--- src/rtl/frog_move_ctrl_pkg.sv ---
// Shared frogger definitions: controller state encoding, grid defaults and
// the switch bundle that is edge-detected by the controller.
package frog_move_ctrl_pkg;

    localparam int unsigned GRID_COLS_DEF = 20;
    localparam int unsigned GRID_ROWS_DEF = 15;
    localparam int unsigned COORD_W_DEF   = 6;
    localparam int unsigned LIVES_W       = 3;

    typedef enum logic [1:0] {
        ST_IDLE  = 2'd0,
        ST_PLAY  = 2'd1,
        ST_DYING = 2'd2,
        ST_OVER  = 2'd3
    } frog_state_e;

    // Inputs whose rising edges drive the controller; game_active is the MSB.
    typedef struct packed {
        logic game_active;
        logic up;
        logic down;
        logic left;
        logic right;
    } sw_vec_t;

    localparam int unsigned SW_N = $bits(sw_vec_t);

endpackage

--- src/rtl/btn_edge_det.sv ---
// Parametrised N-bit rising-edge detector.
//  clk, rst_n : clock, async active-low reset
//  i_sig      : synchronous level inputs
//  o_edge_c   : combinational one-cycle pulse per bit on a 0->1 transition
module btn_edge_det #(
    parameter int unsigned N = 1
) (
    input  logic         clk,
    input  logic         rst_n,
    input  logic [N-1:0] i_sig,
    output logic [N-1:0] o_edge_c
);

    logic [N-1:0] prev_d;
    logic [N-1:0] prev_q;

    always_comb begin
        prev_d = i_sig;
    end

    always_ff @(posedge clk or negedge rst_n) begin
        if (!rst_n) begin
            prev_q <= '0;
        end else begin
            prev_q <= prev_d;
        end
    end

    assign o_edge_c = i_sig & ~prev_q;

endmodule

--- src/rtl/frog_move_ctrl.sv ---
// Frog controller: grid-bounded hops with cooldown, goal scoring, hazard
// death with blink-and-respawn, lives and game-over.
//  i_Clk, i_Rst_L           : pixel clock, async active-low reset
//  i_Game_Active            : level, rising edge starts a new game
//  i_Up/Down/Left/Right     : debounced switches, hop on rising edge
//  i_Hazard                 : frog tile overlaps a car / water this cycle
//  i_Col/Row_Count_Div      : current pixel position in tiles
//  o_Draw_Frog              : registered, frog occupies the current tile
//  o_Frog_X/Y, o_Score, o_Lives, o_Dying, o_Game_Over : game status
module frog_move_ctrl
    import frog_move_ctrl_pkg::*;
#(
    parameter int unsigned GRID_COLS    = GRID_COLS_DEF,
    parameter int unsigned GRID_ROWS    = GRID_ROWS_DEF,
    parameter int unsigned COORD_W      = COORD_W_DEF,
    parameter int unsigned START_X      = 10,
    parameter int unsigned START_Y      = 14,
    parameter int unsigned GOAL_ROW     = 0,
    parameter int unsigned LIVES        = 3,
    parameter int unsigned SCORE_W      = 7,
    parameter int unsigned HOP_COOLDOWN = 2500000,
    parameter int unsigned DEATH_TICKS  = 25000000,
    parameter int unsigned BLINK_BIT    = 22
) (
    input  logic               i_Clk,
    input  logic               i_Rst_L,
    input  logic               i_Game_Active,
    input  logic               i_Up,
    input  logic               i_Down,
    input  logic               i_Left,
    input  logic               i_Right,
    input  logic               i_Hazard,
    input  logic [COORD_W-1:0] i_Col_Count_Div,
    input  logic [COORD_W-1:0] i_Row_Count_Div,
    output logic               o_Draw_Frog,
    output logic [COORD_W-1:0] o_Frog_X,
    output logic [COORD_W-1:0] o_Frog_Y,
    output logic [SCORE_W-1:0] o_Score,
    output logic [LIVES_W-1:0] o_Lives,
    output logic               o_Dying,
    output logic               o_Game_Over
);

    localparam int unsigned CD_W = $clog2(HOP_COOLDOWN + 1);
    localparam int unsigned DT_W = (DEATH_TICKS > 1) ? $clog2(DEATH_TICKS) : 1;

    localparam logic [COORD_W-1:0] X_START = COORD_W'(START_X);
    localparam logic [COORD_W-1:0] Y_START = COORD_W'(START_Y);
    localparam logic [COORD_W-1:0] Y_GOAL  = COORD_W'(GOAL_ROW);
    localparam logic [COORD_W-1:0] X_LAST  = COORD_W'(GRID_COLS - 1);
    localparam logic [COORD_W-1:0] Y_LAST  = COORD_W'(GRID_ROWS - 1);
    localparam logic [CD_W-1:0]    CD_LOAD = CD_W'(HOP_COOLDOWN);
    localparam logic [DT_W-1:0]    DT_LAST = DT_W'(DEATH_TICKS - 1);
    localparam logic [SCORE_W-1:0] SCORE_MAX = {SCORE_W{1'b1}};

    frog_state_e        state_d, state_q;
    logic [COORD_W-1:0] x_d, x_q, y_d, y_q;
    logic [SCORE_W-1:0] score_d, score_q;
    logic [LIVES_W-1:0] lives_d, lives_q;
    logic [CD_W-1:0]    cool_d, cool_q;
    logic [DT_W-1:0]    death_d, death_q;
    logic               draw_d, draw_q;
    logic               tile_hit;
    logic               visible;

    sw_vec_t          sw_raw;
    sw_vec_t          sw_edge;
    logic [SW_N-1:0]  sw_edge_vec;

    assign sw_raw  = {i_Game_Active, i_Up, i_Down, i_Left, i_Right};
    assign sw_edge = sw_vec_t'(sw_edge_vec);

    btn_edge_det #(
        .N (SW_N)
    ) u_edge_det (
        .clk      (i_Clk),
        .rst_n    (i_Rst_L),
        .i_sig    (sw_raw),
        .o_edge_c (sw_edge_vec)
    );

    // Next-state, movement, scoring, lives and draw decision.
    always_comb begin
        state_d  = state_q;
        x_d      = x_q;
        y_d      = y_q;
        score_d  = score_q;
        lives_d  = lives_q;
        cool_d   = cool_q;
        death_d  = death_q;
        tile_hit = (i_Col_Count_Div == x_q) && (i_Row_Count_Div == y_q);
        visible  = 1'b0;

        if (cool_q != '0) begin
            cool_d = cool_q - CD_W'(1);
        end

        if (!i_Game_Active) begin
            // Score and lives stay put so they can still be displayed.
            state_d = ST_IDLE;
        end else begin
            case (state_q)
                ST_IDLE, ST_OVER: begin
                    if (sw_edge.game_active) begin
                        state_d = ST_PLAY;
                        x_d     = X_START;
                        y_d     = Y_START;
                        score_d = '0;
                        lives_d = LIVES_W'(LIVES);
                        cool_d  = '0;
                    end
                end
                ST_PLAY: begin
                    if (i_Hazard) begin
                        state_d = ST_DYING;
                        death_d = '0;
                        if (lives_q != '0) begin
                            lives_d = lives_q - LIVES_W'(1);
                        end
                    end else if (y_q == Y_GOAL) begin
                        if (score_q != SCORE_MAX) begin
                            score_d = score_q + SCORE_W'(1);
                        end
                        x_d    = X_START;
                        y_d    = Y_START;
                        cool_d = CD_LOAD;
                    end else if (cool_q == '0) begin
                        // Fixed priority; a blocked hop at the edge does not arm the cooldown.
                        if (sw_edge.up) begin
                            if (y_q != '0) begin
                                y_d    = y_q - COORD_W'(1);
                                cool_d = CD_LOAD;
                            end
                        end else if (sw_edge.down) begin
                            if (y_q != Y_LAST) begin
                                y_d    = y_q + COORD_W'(1);
                                cool_d = CD_LOAD;
                            end
                        end else if (sw_edge.left) begin
                            if (x_q != '0) begin
                                x_d    = x_q - COORD_W'(1);
                                cool_d = CD_LOAD;
                            end
                        end else if (sw_edge.right) begin
                            if (x_q != X_LAST) begin
                                x_d    = x_q + COORD_W'(1);
                                cool_d = CD_LOAD;
                            end
                        end
                    end
                end
                ST_DYING: begin
                    if (death_q == DT_LAST) begin
                        death_d = '0;
                        if (lives_q == '0) begin
                            state_d = ST_OVER;
                        end else begin
                            state_d = ST_PLAY;
                            x_d     = X_START;
                            y_d     = Y_START;
                            cool_d  = '0;
                        end
                    end else begin
                        death_d = death_q + DT_W'(1);
                    end
                end
                default: begin
                    state_d = ST_IDLE;
                end
            endcase
        end

        case (state_q)
            ST_PLAY, ST_OVER: visible = 1'b1;
            ST_DYING:         visible = ~death_q[BLINK_BIT];
            default:          visible = 1'b0;
        endcase
        draw_d = tile_hit & visible;
    end

    // State and datapath registers.
    always_ff @(posedge i_Clk or negedge i_Rst_L) begin
        if (!i_Rst_L) begin
            state_q <= ST_IDLE;
            x_q     <= X_START;
            y_q     <= Y_START;
            score_q <= '0;
            lives_q <= LIVES_W'(LIVES);
            cool_q  <= '0;
            death_q <= '0;
            draw_q  <= 1'b0;
        end else begin
            state_q <= state_d;
            x_q     <= x_d;
            y_q     <= y_d;
            score_q <= score_d;
            lives_q <= lives_d;
            cool_q  <= cool_d;
            death_q <= death_d;
            draw_q  <= draw_d;
        end
    end

    assign o_Draw_Frog = draw_q;
    assign o_Frog_X    = x_q;
    assign o_Frog_Y    = y_q;
    assign o_Score     = score_q;
    assign o_Lives     = lives_q;
    assign o_Dying     = (state_q == ST_DYING);
    assign o_Game_Over = (state_q == ST_OVER);

endmodule
--- config.mk ---
export PLATFORM = sky130hd
export DESIGN_NAME = frog_move_ctrl
export DESIGN_NICKNAME = d
export VERILOG_FILES = /design/src/rtl/frog_move_ctrl_pkg.sv /design/src/rtl/btn_edge_det.sv /design/src/rtl/frog_move_ctrl.sv
export SDC_FILE = /design/constraint.sdc
export NUM_CORES = 1
export LEC_CHECK = 0
export CAP_MARGIN = 30
export CORE_MARGIN = 4
export CORE_UTILIZATION = 45
export DETAILED_ROUTE_END_ITERATION = 6
export PLACE_DENSITY = 0.65
export SYNTH_ARGS = -nofsm -noshare
export SYNTH_HDL_FRONTEND = slang
export SYNTH_SLANG_ARGS = --single-unit
export TNS_END_PERCENT = 30
--- constraint.sdc ---
create_clock -name i_Clk -period 3.9 [get_ports i_Clk]
set_clock_uncertainty 0.2 [all_clocks]
set_input_delay 0.975 -clock i_Clk [delete_from_list [all_inputs] [get_ports i_Clk]]
set_output_delay 0.975 -clock i_Clk [all_outputs]
set_load 0.005 [all_outputs]
==> results.txt <==
GRT Util Overall: 0.193
GP Congestion: 0.871
synthesis warning total: 0
P per Cell Area: 556 nW/um^2
post-synthesis sequential area ratio: 0.431
Initial Util: 0.462
fin. max-slew vios: 0
DR iter-0 viols: 159
Final Critical Period: 3290 ps
Slew HR: 0.490
global-route wire length before repair: 17800 um
ant diodes: 0
Longest Clk Path Bufs: 2
post-CTS setup buffers: 0
row cnt: 36
peak supply drop: 0.336 mV
CP Capture Type: flip-flop
ys flop type: dfrtp_1
leakage: 0.00237 uW
CP max FO: 8
Netlist Area Pre-Place: 4490 um^2
Hold Path Class: primary input to asynchronous set/reset pin
CTS clk-pin slew, worst paths: 80 ps
TNS Setup: 0 ps
Final Cycle Share: 0.843
Final Hold Fails: 0
Final setup viols: 0
DIE AREA: 11600 um^2
EDFF count, synth: 0
max cap viols: 0
Hold-fix buffers, CTS: 0
Post-Syn Nets: 525
Core Box Area: 9730 um^2
Worst Tran Pin Value: 758 ps
Die Ht: 108 um
via count: 3693
async set-reset flop share out of synthesis: 1.00
total chip power: 2980 uW
synth unique cells: 51
crit path launch type: primary input
Die Width: 108 um
run status: completed
main area contributors after synthesis: dfrtp_1, xor2_1, ha_1, nor2_1, dfstp_2
Synth top area share: 0.390
clk sinks: 77
DRT Wirelength: 10300 um
FF+latch count, synth: 77
vias in the first global route: 3678
DRC violations left: 0
P&R area growth vs syn: 19.5%
Worst EP required: 4000 ps
clk_lat worst skew: 360 ps
root buf cell: clkbuf_8
Num CTS Buffers: 9
PostCTS Resize Cnt: 0
Setup CP Type: primary input to flip-flop
HPWL after DPL: 7520 um
drt pass-1 iters: 4
I/O pins: 45
initial antenna violation count: 0
H-Tree Depth: 3
f_max: 304 MHz
# nets final: 574
RSZ-0062 raised after global routing: no
WL per Instance: 15.3 um
post-synthesis cell count: 486
layout cell share with drive strength beyond 1: 0.0759
grt total ovfl: 0
Synth area leader: dfrtp_1
Port Buffer Count: 44
via/cell ratio: 5.49
TritonCTS clock tree: done
Worst EP arrival: 3390 ps
pin count of the biggest net entering global routing: 58
Post-DRT Antenna Nets: 0
Mean Syn Cell Area: 9.24 um^2
-- layout make-up --
cell class,instances,area [um^2]
Inverter,26,97.6
Clock buffer,9,124
Tap cell,133,166
Sequential cell,77,1940
Timing Repair Buffer,52,518
Multi-Input combinational cell,369,2400
Clock inverter,7,124
Fill cell,892,4360
-- cells by family after synthesis --
family | Yosys count | synth area share
simple gates | 203 | 0.236
compound gates | 86 | 0.123
flops | 77 | 0.431
xor+xnor | 56 | 0.109
buf+inv | 40 | 0.0340
fa+ha+maj | 19 | 0.0563
mux | 5 | 0.0111
-- cell usage in the layout, fill, tap and decap left out, types with 4 or more instances in the layout --
master,synthesis,layout
clkbuf_8,0,9
mux2i_1,5,5
clkdlybuf4s50_1,0,43
nor2_1,51,51
o21ai_0,22,22
xnor2_1,21,21
dfrtp_1,70,70
a21oi_1,23,23
nand4_1,10,10
buf_4,0,8
nand2_1,33,33
ha_1,17,17
or3_1,15,15
nor4_1,11,11
a21o_1,5,5
xor2_1,35,35
a211oi_1,6,6
dfstp_2,7,7
inv_1,26,26
nand2b_1,10,10
and3_1,6,6
nor3_1,18,18
and2_1,4,4
nand3_1,21,21
or4_1,8,8
-- power breakdown --
part           total, uW  switching (uW)  internal [uW]
Combinational       1180             651            526
Clock                744             316            428
Sequential          1060             123            938
-- Yosys cell counts, drive strengths merged (2+ instances only) --
library cell,n
nand3,21
o22ai,4
or3,15
o31ai,3
inv,26
nor4b,2
or4,10
a31oi,2
and2,4
nand2b,10
and4,3
nand2,33
xor2,35
a211oi,6
dfrtp,70
xnor2,21
a2bb2oi,3
and3,6
buf,3
nor2b,3
clkbuf,11
nand4,10
o22a,2
dfstp,7
a21oi,23
o21ai,22
o211ai,3
nor2,51
nor3,19
mux2i,5
a31o,3
o21bai,2
or2,3
a21o,5
fa,2
nor4,11
ha,17
o2bb2ai,3
-- metrics by stage --
stage,cell area [um^2],hold slack (ps),std cells,utilization,setup slack (ps)
2_1_floorplan,4490,275,486,-,868
3_3_place_gp,5090,300,656,0.523,394
3_5_place_dp,5120,314,657,0.526,266
4_1_cts,5370,297,673,0.552,642
5_1_grt,5370,305,673,0.552,391
6_report,5370,296,673,0.552,611
-- state kept, by name (all words and copies together) (netlist names) --
| signal | flops |
|---|---|
| o_Frog_Y | 6 |
| o_Lives | 3 |
| u_edge_det.prev_q | 5 |
| o_Score | 7 |
| cool_q | 22 |
| o_Frog_X | 6 |
| state_q | 2 |
| o_Draw_Frog | 1 |
| death_q | 25 |
-- path summary, 6_finish.rpt --
| check | start | endpoint | slack (ps) | cells after the start |
|---|---|---|---|---|
| setup / recovery | i_Up | o_Frog_Y[5] | 610 | 10 |
| hold / removal | i_Rst_L | cool_q[20] | 300 | 1 |
| setup reg to reg | cool_q[19] | cool_q[5] | 760 | 6 |
| hold reg to reg | death_q[1] | death_q[1] | 330 | 2 |
| max in group asynchronous | i_Rst_L | o_Lives[0] | 2600 | 2 |
| min in group i_Clk | death_q[1] | death_q[1] | 330 | 2 |
-- critical path: stages --
cell	delay, ps
clkdlybuf4s50_1	430
nand2b_1	260
inv_1	180
ha_1	320
a211oi_1	330
o211ai_1	150
o31ai_1	90
o211ai_1	150
or4_1	420
nand3_1	90
-- layer usage --
layer	wire length [um]	global-route usage
met1	4950	0.265
met2	4800	0.300
met3	382	0.0396
met4	145	0.0694
met5	0	0
Power figures use the tool's default switching activity.
